`config.mk`:
```
export PLATFORM = sky130hd
export DESIGN_NAME = spike_rate_encoder_flat
export DESIGN_NICKNAME = d
export VERILOG_FILES = /design/src/rtl/spike_rate_encoder_if.sv /design/src/rtl/spike_rate_encoder.sv /design/src/flat_wrapper.sv
export SDC_FILE = /design/constraint.sdc
export NUM_CORES = 1
export LEC_CHECK = 0
export BUFFER_PORTS_ARGS = -buffer_cell sky130_fd_sc_hd__buf_2
export CORE_MARGIN = 2
export CORE_UTILIZATION = 60
export CTS_BUF_LIST = sky130_fd_sc_hd__clkbuf_4 sky130_fd_sc_hd__clkbuf_8 sky130_fd_sc_hd__clkbuf_16
export CTS_CLUSTER_DIAMETER = 120
export DETAILED_ROUTE_END_ITERATION = 10
export HOLD_SLACK_MARGIN = 0.03
export PLACE_DENSITY = 0.8
export SETUP_SLACK_MARGIN = 0.2
export SYNTH_ARGS = -nofsm -noshare
export SYNTH_HDL_FRONTEND = slang
export SYNTH_SLANG_ARGS = --single-unit
```
`constraint.sdc`:
```
create_clock -name clk -period 3.05 [get_ports clk]
set_input_delay 0.7625 -clock clk [delete_from_list [all_inputs] [get_ports clk]]
set_output_delay 0.7625 -clock clk [all_outputs]
set_load 0.005 [all_outputs]
```
`src/rtl/spike_rate_encoder_if.sv`:
```
// Frame/spike bus for spike_rate_encoder.
// master: pixel source and spike consumer; slave: the encoder itself.
interface spike_rate_encoder_if #(
  parameter int INPUTS = 25,
  parameter int PIXW   = 4,
  parameter int TSTEPS = 20
);
  localparam int TW = $clog2(TSTEPS + 1);

  logic [INPUTS*PIXW-1:0] pix_data;
  logic                   pix_valid;
  logic                   pix_ready;
  logic [INPUTS-1:0]      signals;
  logic                   frame_start;
  logic [TW-1:0]          tstep;
  logic                   busy;
  logic                   done;

  modport master (
    output pix_data, pix_valid,
    input  pix_ready, signals, frame_start, tstep, busy, done
  );

  modport slave (
    input  pix_data, pix_valid,
    output pix_ready, signals, frame_start, tstep, busy, done
  );
endinterface

```
`src/rtl/spike_rate_encoder.sv`:
```
// Deterministic rate encoder: latches one frame of pixel intensities and
// emits TSTEPS cycles of spike vectors, each pixel driving an accumulator
// whose carry-out is that pixel's spike for the step.
// Optional build macro SPIKE_RATE_ENCODER_DITHER_EN: accumulators start at
// half scale (rounded, phase-centred spikes) instead of zero (truncating).
module spike_rate_encoder #(
  parameter int INPUTS = 25,
  parameter int PIXW   = 4,
  parameter int TSTEPS = 20
) (
  input  logic                  clk,
  input  logic                  rst,
  spike_rate_encoder_if.slave   bus
);
  localparam int TW = $clog2(TSTEPS + 1);

`ifdef SPIKE_RATE_ENCODER_DITHER_EN
  localparam logic [PIXW-1:0] ACC_INIT = {1'b1, {(PIXW-1){1'b0}}};
`else
  localparam logic [PIXW-1:0] ACC_INIT = '0;
`endif

  typedef enum logic [1:0] {IDLE, INHIB, RUN, DONE} state_t;

  state_t state, state_n;

  logic [INPUTS-1:0][PIXW-1:0] pix_q;
  logic [INPUTS-1:0][PIXW-1:0] acc;
  logic [INPUTS-1:0][PIXW:0]   sum;
  logic [INPUTS-1:0]           carry;
  logic [TW-1:0]               k, k_n;
  logic [INPUTS-1:0]           signals_q;
  logic                        frame_start_q;
  logic                        done_q;
  logic                        ready;
  logic                        accept;

  assign ready  = (state == IDLE) && !rst;
  assign accept = bus.pix_valid && ready;

  // State register; reset wins over any pending transition.
  always_ff @(posedge clk) begin
    if (rst) state <= IDLE;
    else     state <= state_n;
  end

  // Next-state and step-counter logic. k_n is nonzero only when the next
  // state is RUN, so the registered counter doubles as the tstep output.
  always_comb begin
    state_n = state;
    k_n     = '0;
    case (state)
      IDLE:  if (accept) state_n = INHIB;
      INHIB: begin
        state_n = RUN;
        k_n     = TW'(1);
      end
      RUN: begin
        if (k == TW'(TSTEPS)) state_n = DONE;
        else                  k_n     = k + TW'(1);
      end
      DONE:    state_n = IDLE;
      default: state_n = IDLE;
    endcase
  end

  // Per-pixel accumulate: carry out of the PIXW-bit add is the spike.
  always_comb begin
    sum   = '0;
    carry = '0;
    for (int unsigned i = 0; i < INPUTS; i++) begin
      sum[i]   = {1'b0, acc[i]} + {1'b0, pix_q[i]};
      carry[i] = sum[i][PIXW];
    end
  end

  // Datapath and registered outputs. Outputs are computed from the state
  // being entered so they line up with the cycle that state is visible.
  always_ff @(posedge clk) begin
    if (rst) begin
      pix_q         <= '0;
      acc           <= '0;
      k             <= '0;
      signals_q     <= '0;
      frame_start_q <= 1'b0;
      done_q        <= 1'b0;
    end else begin
      if (accept) begin
        pix_q <= bus.pix_data;
        acc   <= {INPUTS{ACC_INIT}};
      end else if (state_n == RUN) begin
        for (int unsigned i = 0; i < INPUTS; i++) acc[i] <= sum[i][PIXW-1:0];
      end
      k             <= k_n;
      signals_q     <= (state_n == RUN) ? carry : '0;
      frame_start_q <= (state_n == INHIB);
      done_q        <= (state_n == DONE);
    end
  end

  assign bus.pix_ready   = ready;
  assign bus.busy        = !rst && ((state == INHIB) || (state == RUN));
  assign bus.signals     = signals_q;
  assign bus.frame_start = frame_start_q;
  assign bus.done        = done_q;
  assign bus.tstep       = k;
endmodule

```
`src/flat_wrapper.sv`:
```
// flat-port wrapper written by rule: the top's interface ports become plain ports
module spike_rate_encoder_flat 
#(
  parameter int INPUTS = 25,
  parameter int PIXW   = 4,
  parameter int TSTEPS = 20
)
  (clk, rst, bus_pix_data, bus_pix_valid, bus_pix_ready, bus_signals, bus_frame_start, bus_tstep, bus_busy, bus_done);
  spike_rate_encoder_if #(.INPUTS(INPUTS), .PIXW(PIXW), .TSTEPS(TSTEPS)) bus_i ();
  input  logic clk;
  input  logic rst;
  input wire logic [$bits(bus_i.pix_data)-1:0] bus_pix_data;
  input wire logic [$bits(bus_i.pix_valid)-1:0] bus_pix_valid;
  output wire logic [$bits(bus_i.pix_ready)-1:0] bus_pix_ready;
  output wire logic [$bits(bus_i.signals)-1:0] bus_signals;
  output wire logic [$bits(bus_i.frame_start)-1:0] bus_frame_start;
  output wire logic [$bits(bus_i.tstep)-1:0] bus_tstep;
  output wire logic [$bits(bus_i.busy)-1:0] bus_busy;
  output wire logic [$bits(bus_i.done)-1:0] bus_done;
  assign bus_i.pix_data = bus_pix_data;
  assign bus_i.pix_valid = bus_pix_valid;
  assign bus_pix_ready = bus_i.pix_ready;
  assign bus_signals = bus_i.signals;
  assign bus_frame_start = bus_i.frame_start;
  assign bus_tstep = bus_i.tstep;
  assign bus_busy = bus_i.busy;
  assign bus_done = bus_i.done;
  spike_rate_encoder #(.INPUTS(INPUTS), .PIXW(PIXW), .TSTEPS(TSTEPS)) u_core (.clk(clk), .rst(rst), .bus(bus_i));
endmodule
```
==> results of run 1 <==
## registers in the layout (all words and copies together) (netlist names)
name                    count
u_core.acc                100
u_core.bus.done             1
u_core.bus.frame_start      1
u_core.bus.signals         25
u_core.bus.tstep            5
u_core.pix_q              100
u_core.state                2
## worst max-delay path, cell delays in order (launching register included)
cell	delay, ns
dfxtp_1	0.36
inv_1	0.09
ha_1	0.39
nand2b_1	0.26
inv_1	0.12
buf_2	0.14
## per-stage QoR
step	area (um2)	setup slack [ns]	hold slack, ns
2_1_floorplan	11400	0.907	0.436
3_3_place_gp	12200	0.526	0.443
3_5_place_dp	12200	0.454	0.450
4_1_cts	13100	0.412	0.415
5_1_grt	13100	0.276	0.425
6_report	13100	0.408	0.427
## cells in the mapped netlist, types with 2 or more instances
master and count:
o21bai_1 25, a21o_1 25, nand3_1 27, a21oi_1 76, a211oi_1 45, clkbuf_1 34, nand2_1 228, o2111ai_1 26
o21ai_0 106, nor2_1 79, buf_6 2, o31ai_1 19, xnor2_1 26, nor3_1 4, inv_1 82, ha_1 106
nand2b_1 84, a211oi_2 5, dfxtp_1 234, fa_1 25, xor2_1 2, buf_2 27, buf_4 7
## where the power goes
| part | switching [W] | internal, W |
|---|---|---|
| clock network | 0.00120 | 0.00195 |
| registers | 0.000145 | 0.00328 |
| logic | 0.000817 | 0.000483 |
## routing by layer
layer | wire (um) | share of wire, %
met1 | 10900 | 46
met2 | 11400 | 48
met3 | 1130 | 4.7
met4 | 463 | 1.9
met5 | 0 | 0
## cells by family (layout without fill, tap and decap cells)
kind of cell    Yosys count  in the layout  share of synthesized area [%]
fa+ha+maj               131            131                           16.1
simple gates            426            426                           16.4
xor+xnor                 28             28                           2.16
compound gates          331            331                           18.4
flops                   234            234                           41.2
buf+inv                 153            276                           5.71
## worst paths after layout
path,start,endpoint,slack (ns),depth (start not counted)
hold / removal,bus_pix_data[46],u_core.pix_q[46],0.43,3
setup reg to reg,u_core.state[0],u_core.acc[84],0.58,7
setup / recovery,u_core.state[0],bus_busy,0.41,5
hold reg to reg,u_core.acc[10],u_core.acc[10],0.46,2
## final cells by class
cell class	instances	area, um2	share of cell area [%]
repair buffers	148	846	6.46
well taps	234	293	2.24
multi-input cells	916	6080	46.5
clock buffers	38	790	6.03
inverters	82	308	2.35
clock inverters	8	90.1	0.688
flip-flops and latches	234	4680	35.8
==> run_results.csv, run 1 <==
group,metric,value,unit
final_layout,layoutNonFillerInstCount,1660,
timing,maxSlewHeadroom,54.2,%
placed_design,dp_cells,1614,
setup_path,cp-end-kind,"primary output",
pwr,p_total,0.00788,W
timing,worst_pin_slew,0.687,ns
logic_synthesis,ys.flop_type,"dfxtp_1",
final_layout,n_antenna_cell,0,
timing,min_period,2.64,ns
clock_tree,htreeDepth,1,
clock_tree,cts_buffers,26,
setup_path,arrival,1.88,ns
final_layout,fillers,1437,
logic_synthesis,yosys-top-cells-area,"dfxtp_1, ha_1, nand2_1",
setup_path,crit_type,"reg -> out",
clock_tree,cts_tree,"built",
placed_design,routabilityCongestion,0.799,
detailed_routing,wl,23900,um
pwr,p_leak,5.78,nW
logic_synthesis,synth_nets,1537,
global_routing,grt_overflow_total,0,
global_routing,track_usage,24.3,%
detailed_routing,dr.pass1.iters,5,
clock_tree,clk_path_buf_depth,3,
die,die_h,142,um
min_path,min_path_type,"in -> reg",
run_status,status,"complete, no violations",
die,die_w,142,um
final_layout,final_cell_mix,"dfxtp_1, nand2_1, buf_2",
placed_design,io_buffer_count,136,
logic_synthesis,yosysTopAreaCell,"dfxtp_1",
detailed_routing,drc,0,
timing,rsz0062_at_grt,"false",
global_routing,use_met2,42.7,%
timing,finalCritPeriodShare,86.6,%
clock_tree,clk_pin_slew,0.06,ns
timing,finalMaxSlewViolations,0,
final_layout,nets,1642,
setup_path,critPathRequiredTime,2.29,ns
final_layout,layout_commonest_cell,"dfxtp_1",
logic_synthesis,seq_area_frac_synth,41.2,%
global_routing,grt.busiest_layer,"met2",
logic_synthesis,avgSynthCellArea,8.72,um2
global_routing,grt_pass1_wl,41200,um
clock_tree,cts_hold_buf,0,
detailed_routing,wl_per_cell,14.4,um
logic_synthesis,synth.distinct_cells,32,
die,io_pins,137,
timing,setup_violations,0,
run,maxCapViolCount,0,
die,floorplan.initialDensity,61.0,%
global_routing,globalRouteMet1Util,31.7,%
logic_synthesis,ys_warn_count,0,
setup_path,cp_max_fo,6,
detailed_routing,detail_route.vias_per_cell,5.45,
die,fp.coreArea,18600,um2
logic_synthesis,async_reset_ff_share,0,%
final_layout,areaGrowthSynthToFinish,15.2,%
detailed_routing,drtAntennaViolNets,0,
final_layout,drive_above_1_share,14.4,%
die,rows,50,
timing,finalHoldViolCount,0,
die,die_area,20100,um2
clock_tree,post-cts-setup-buffer-count,0,
clock_tree,cts_root_buf,"clkbuf_16",
logic_synthesis,synth_top_area_share,41.2,%
global_routing,grt_pass1_vias,8945,
logic_synthesis,synth-edff-count,0,
logic_synthesis,syn_inst,1303,
global_routing,grt_max_degree,113,
global_routing,antenna_found_initial,0,
global_routing,grt_use_met3,3.64,%
setup_path,critPathLaunchType,"register",
pwr,ir_worst_vdd,0.000483,V
logic_synthesis,syn_area,11400,um2
clock_tree,worst_skew_pair.late_latency,0.53,ns
detailed_routing,vias,9051,
timing,max_clock_freq,0.378,GHz
clock_tree,clock_sinks,234,
timing,skew,0.0178,ns
timing,tns,0,ns
clock_tree,cts_resized,0,
logic_synthesis,ys_seq_elements,234,
placed_design,dp_hpwl,15600,um
pwr,p_per_area,601,nW/um2
final_layout,finalCoreUtilization,70.2,%
detailed_routing,drtIter0Drc,388,
Power figures use the tool's default switching activity.
==> run 2: changes to the inputs <==
PLACE_DENSITY = 0.78   (was 0.8)
==> run_results.csv, run 2 (synthesis results as in run 1) <==
group,metric,value,unit
final_layout,drive_above_1_share,14.0,%
clock_tree,cts_buffers,25,
timing,finalMaxSlewViolations,0,
pwr,p_leak,5.73,nW
timing,maxSlewHeadroom,51.3,%
detailed_routing,drc,0,
global_routing,antenna_found_initial,1,
clock_tree,cts_tree,"built",
run,maxCapViolCount,0,
global_routing,grt_pass1_wl,39500,um
detailed_routing,wl,23400,um
clock_tree,clk_path_buf_depth,3,
timing,skew,0.0121,ns
detailed_routing,drtAntennaViolNets,0,
placed_design,routabilityCongestion,0.781,
pwr,pwr-share-clk,38.9,%
timing,fin_ws,0.495,ns
final_layout,areaGrowthSynthToFinish,14.5,%
die,die_w,142,um
clock_tree,cts_hold_buf,0,
timing,min_period,2.55,ns
clock_tree,clock_sinks,234,
clock_tree,worst_skew_pair.late_latency,0.51,ns
global_routing,track_usage,23.5,%
pwr,power.net_switching,0.00211,W
placed_design,io_buffer_count,136,
global_routing,grt_overflow_total,0,
clock_tree,htreeDepth,1,
final_layout,final_cell_mix,"dfxtp_1, nand2_1, buf_2",
pwr,ir_worst_vdd,0.000427,V
final_layout,fillers,1472,
final_layout,layout_commonest_cell,"dfxtp_1",
detailed_routing,drtIter0Drc,380,
detailed_routing,dr.pass1.iters,4,
clock_tree,clk_pin_slew,0.06,ns
detailed_routing,detail_route.vias_per_cell,5.43,
clock_tree,post-cts-setup-buffer-count,0,
run_status,status,"complete, no violations",
pwr,p_sw_share,27.4,%
clock_tree,cts_root_buf,"clkbuf_16",
timing,finalHoldViolCount,0,
pwr,p_per_area,592,nW/um2
placed_design,dp_hpwl,15400,um
timing,worst_pin_slew,0.731,ns
global_routing,grt_max_degree,109,
setup_path,cp-end-kind,"primary output",
detailed_routing,wl_per_cell,14.2,um
die,floorplan.initialDensity,61.0,%
final_layout,multi_input_area,6080,um2
setup_path,critPathRequiredTime,2.29,ns
timing,max_clock_freq,0.391,GHz
placed_design,preCtsSetupSlack,0.499,ns
die,rows,50,
setup_path,arrival,1.79,ns
pwr,pwr-share-seq,44.5,%
global_routing,grt_pass1_vias,8612,
clock_tree,cts_resized,0,
timing,setup_violations,0,
pwr,combPwrFrac,16.6,%
timing,tns,0,ns
final_layout,regArea,4680,um2
die,die_h,142,um
timing,rsz0062_at_grt,"false",
setup_path,critPathLaunchType,"register",
setup_path,cp_max_fo,6,
die,fp.coreArea,18600,um2
timing,finalCritPeriodShare,83.8,%
die,die_area,20100,um2
pwr,p_int,0.00559,W
min_path,min_path_type,"in -> reg",
die,io_pins,137,
setup_path,crit_type,"reg -> out",
detailed_routing,vias,8985,
final_layout,nets,1640,
## run 2: routing by layer
layer	share of wire [%]	global-route usage, %	up-vias
li1	-	-	4616
met1	46	31.0	4150
met2	47	40.1	180
met3	4.5	3.44	39
met4	2.6	7.16	0
met5	0	0	-
## run 2: critical path: stages, from the launching register on
cell and delay [ns]:
dfxtp_1 0.35, inv_1 0.09, ha_1 0.39, nand2b_1 0.23, inv_1 0.10, buf_2 0.14
## run 2: cell type report
class                   count  area share, %
multi-input cells         916           46.8
well taps                 234           2.25
clock buffers              37           5.69
clock inverters             4          0.539
inverters                  82           2.37
repair buffers            147           6.37
diodes                      1         0.0192
flip-flops and latches    234           36.0
## run 2: worst paths after layout
path / slack [ns] / to / cells past startpoint / from
worst max-delay path: 0.50 / bus_busy / 5 / u_core.state[0]
worst min-delay path: 0.44 / u_core.pix_q[8] / 3 / bus_pix_data[8]
worst max register to register: 0.76 / u_core.acc[57] / 7 / u_core.state[0]
worst min register to register: 0.45 / u_core.acc[2] / 2 / u_core.acc[2]
## run 2: power groups by stage
stage | clock, W | sequential [W] | combinational, W
after detailed placement | 0 | 0.00349 | 0.00128
after global routing | 0.00318 | 0.00345 | 0.00146
after floorplan | 0 | 0.00344 | 0.000970
after global placement | 0 | 0.00348 | 0.00124
final | 0.00300 | 0.00343 | 0.00128
after CTS | 0.00306 | 0.00343 | 0.00129
## run 2: through the flow
step                      cells  area [um2]  hold slack, ns  power (W)  util, %
after floorplan            1303       11400           0.436    0.00441        -
after global placement     1613       12200           0.443    0.00472     65.4
after detailed placement   1613       12200           0.449    0.00477     65.4
after CTS                  1654       13000           0.426    0.00778     69.8
after global routing       1655       13000           0.441    0.00810     69.8
final                      1655       13000           0.445    0.00771     69.8
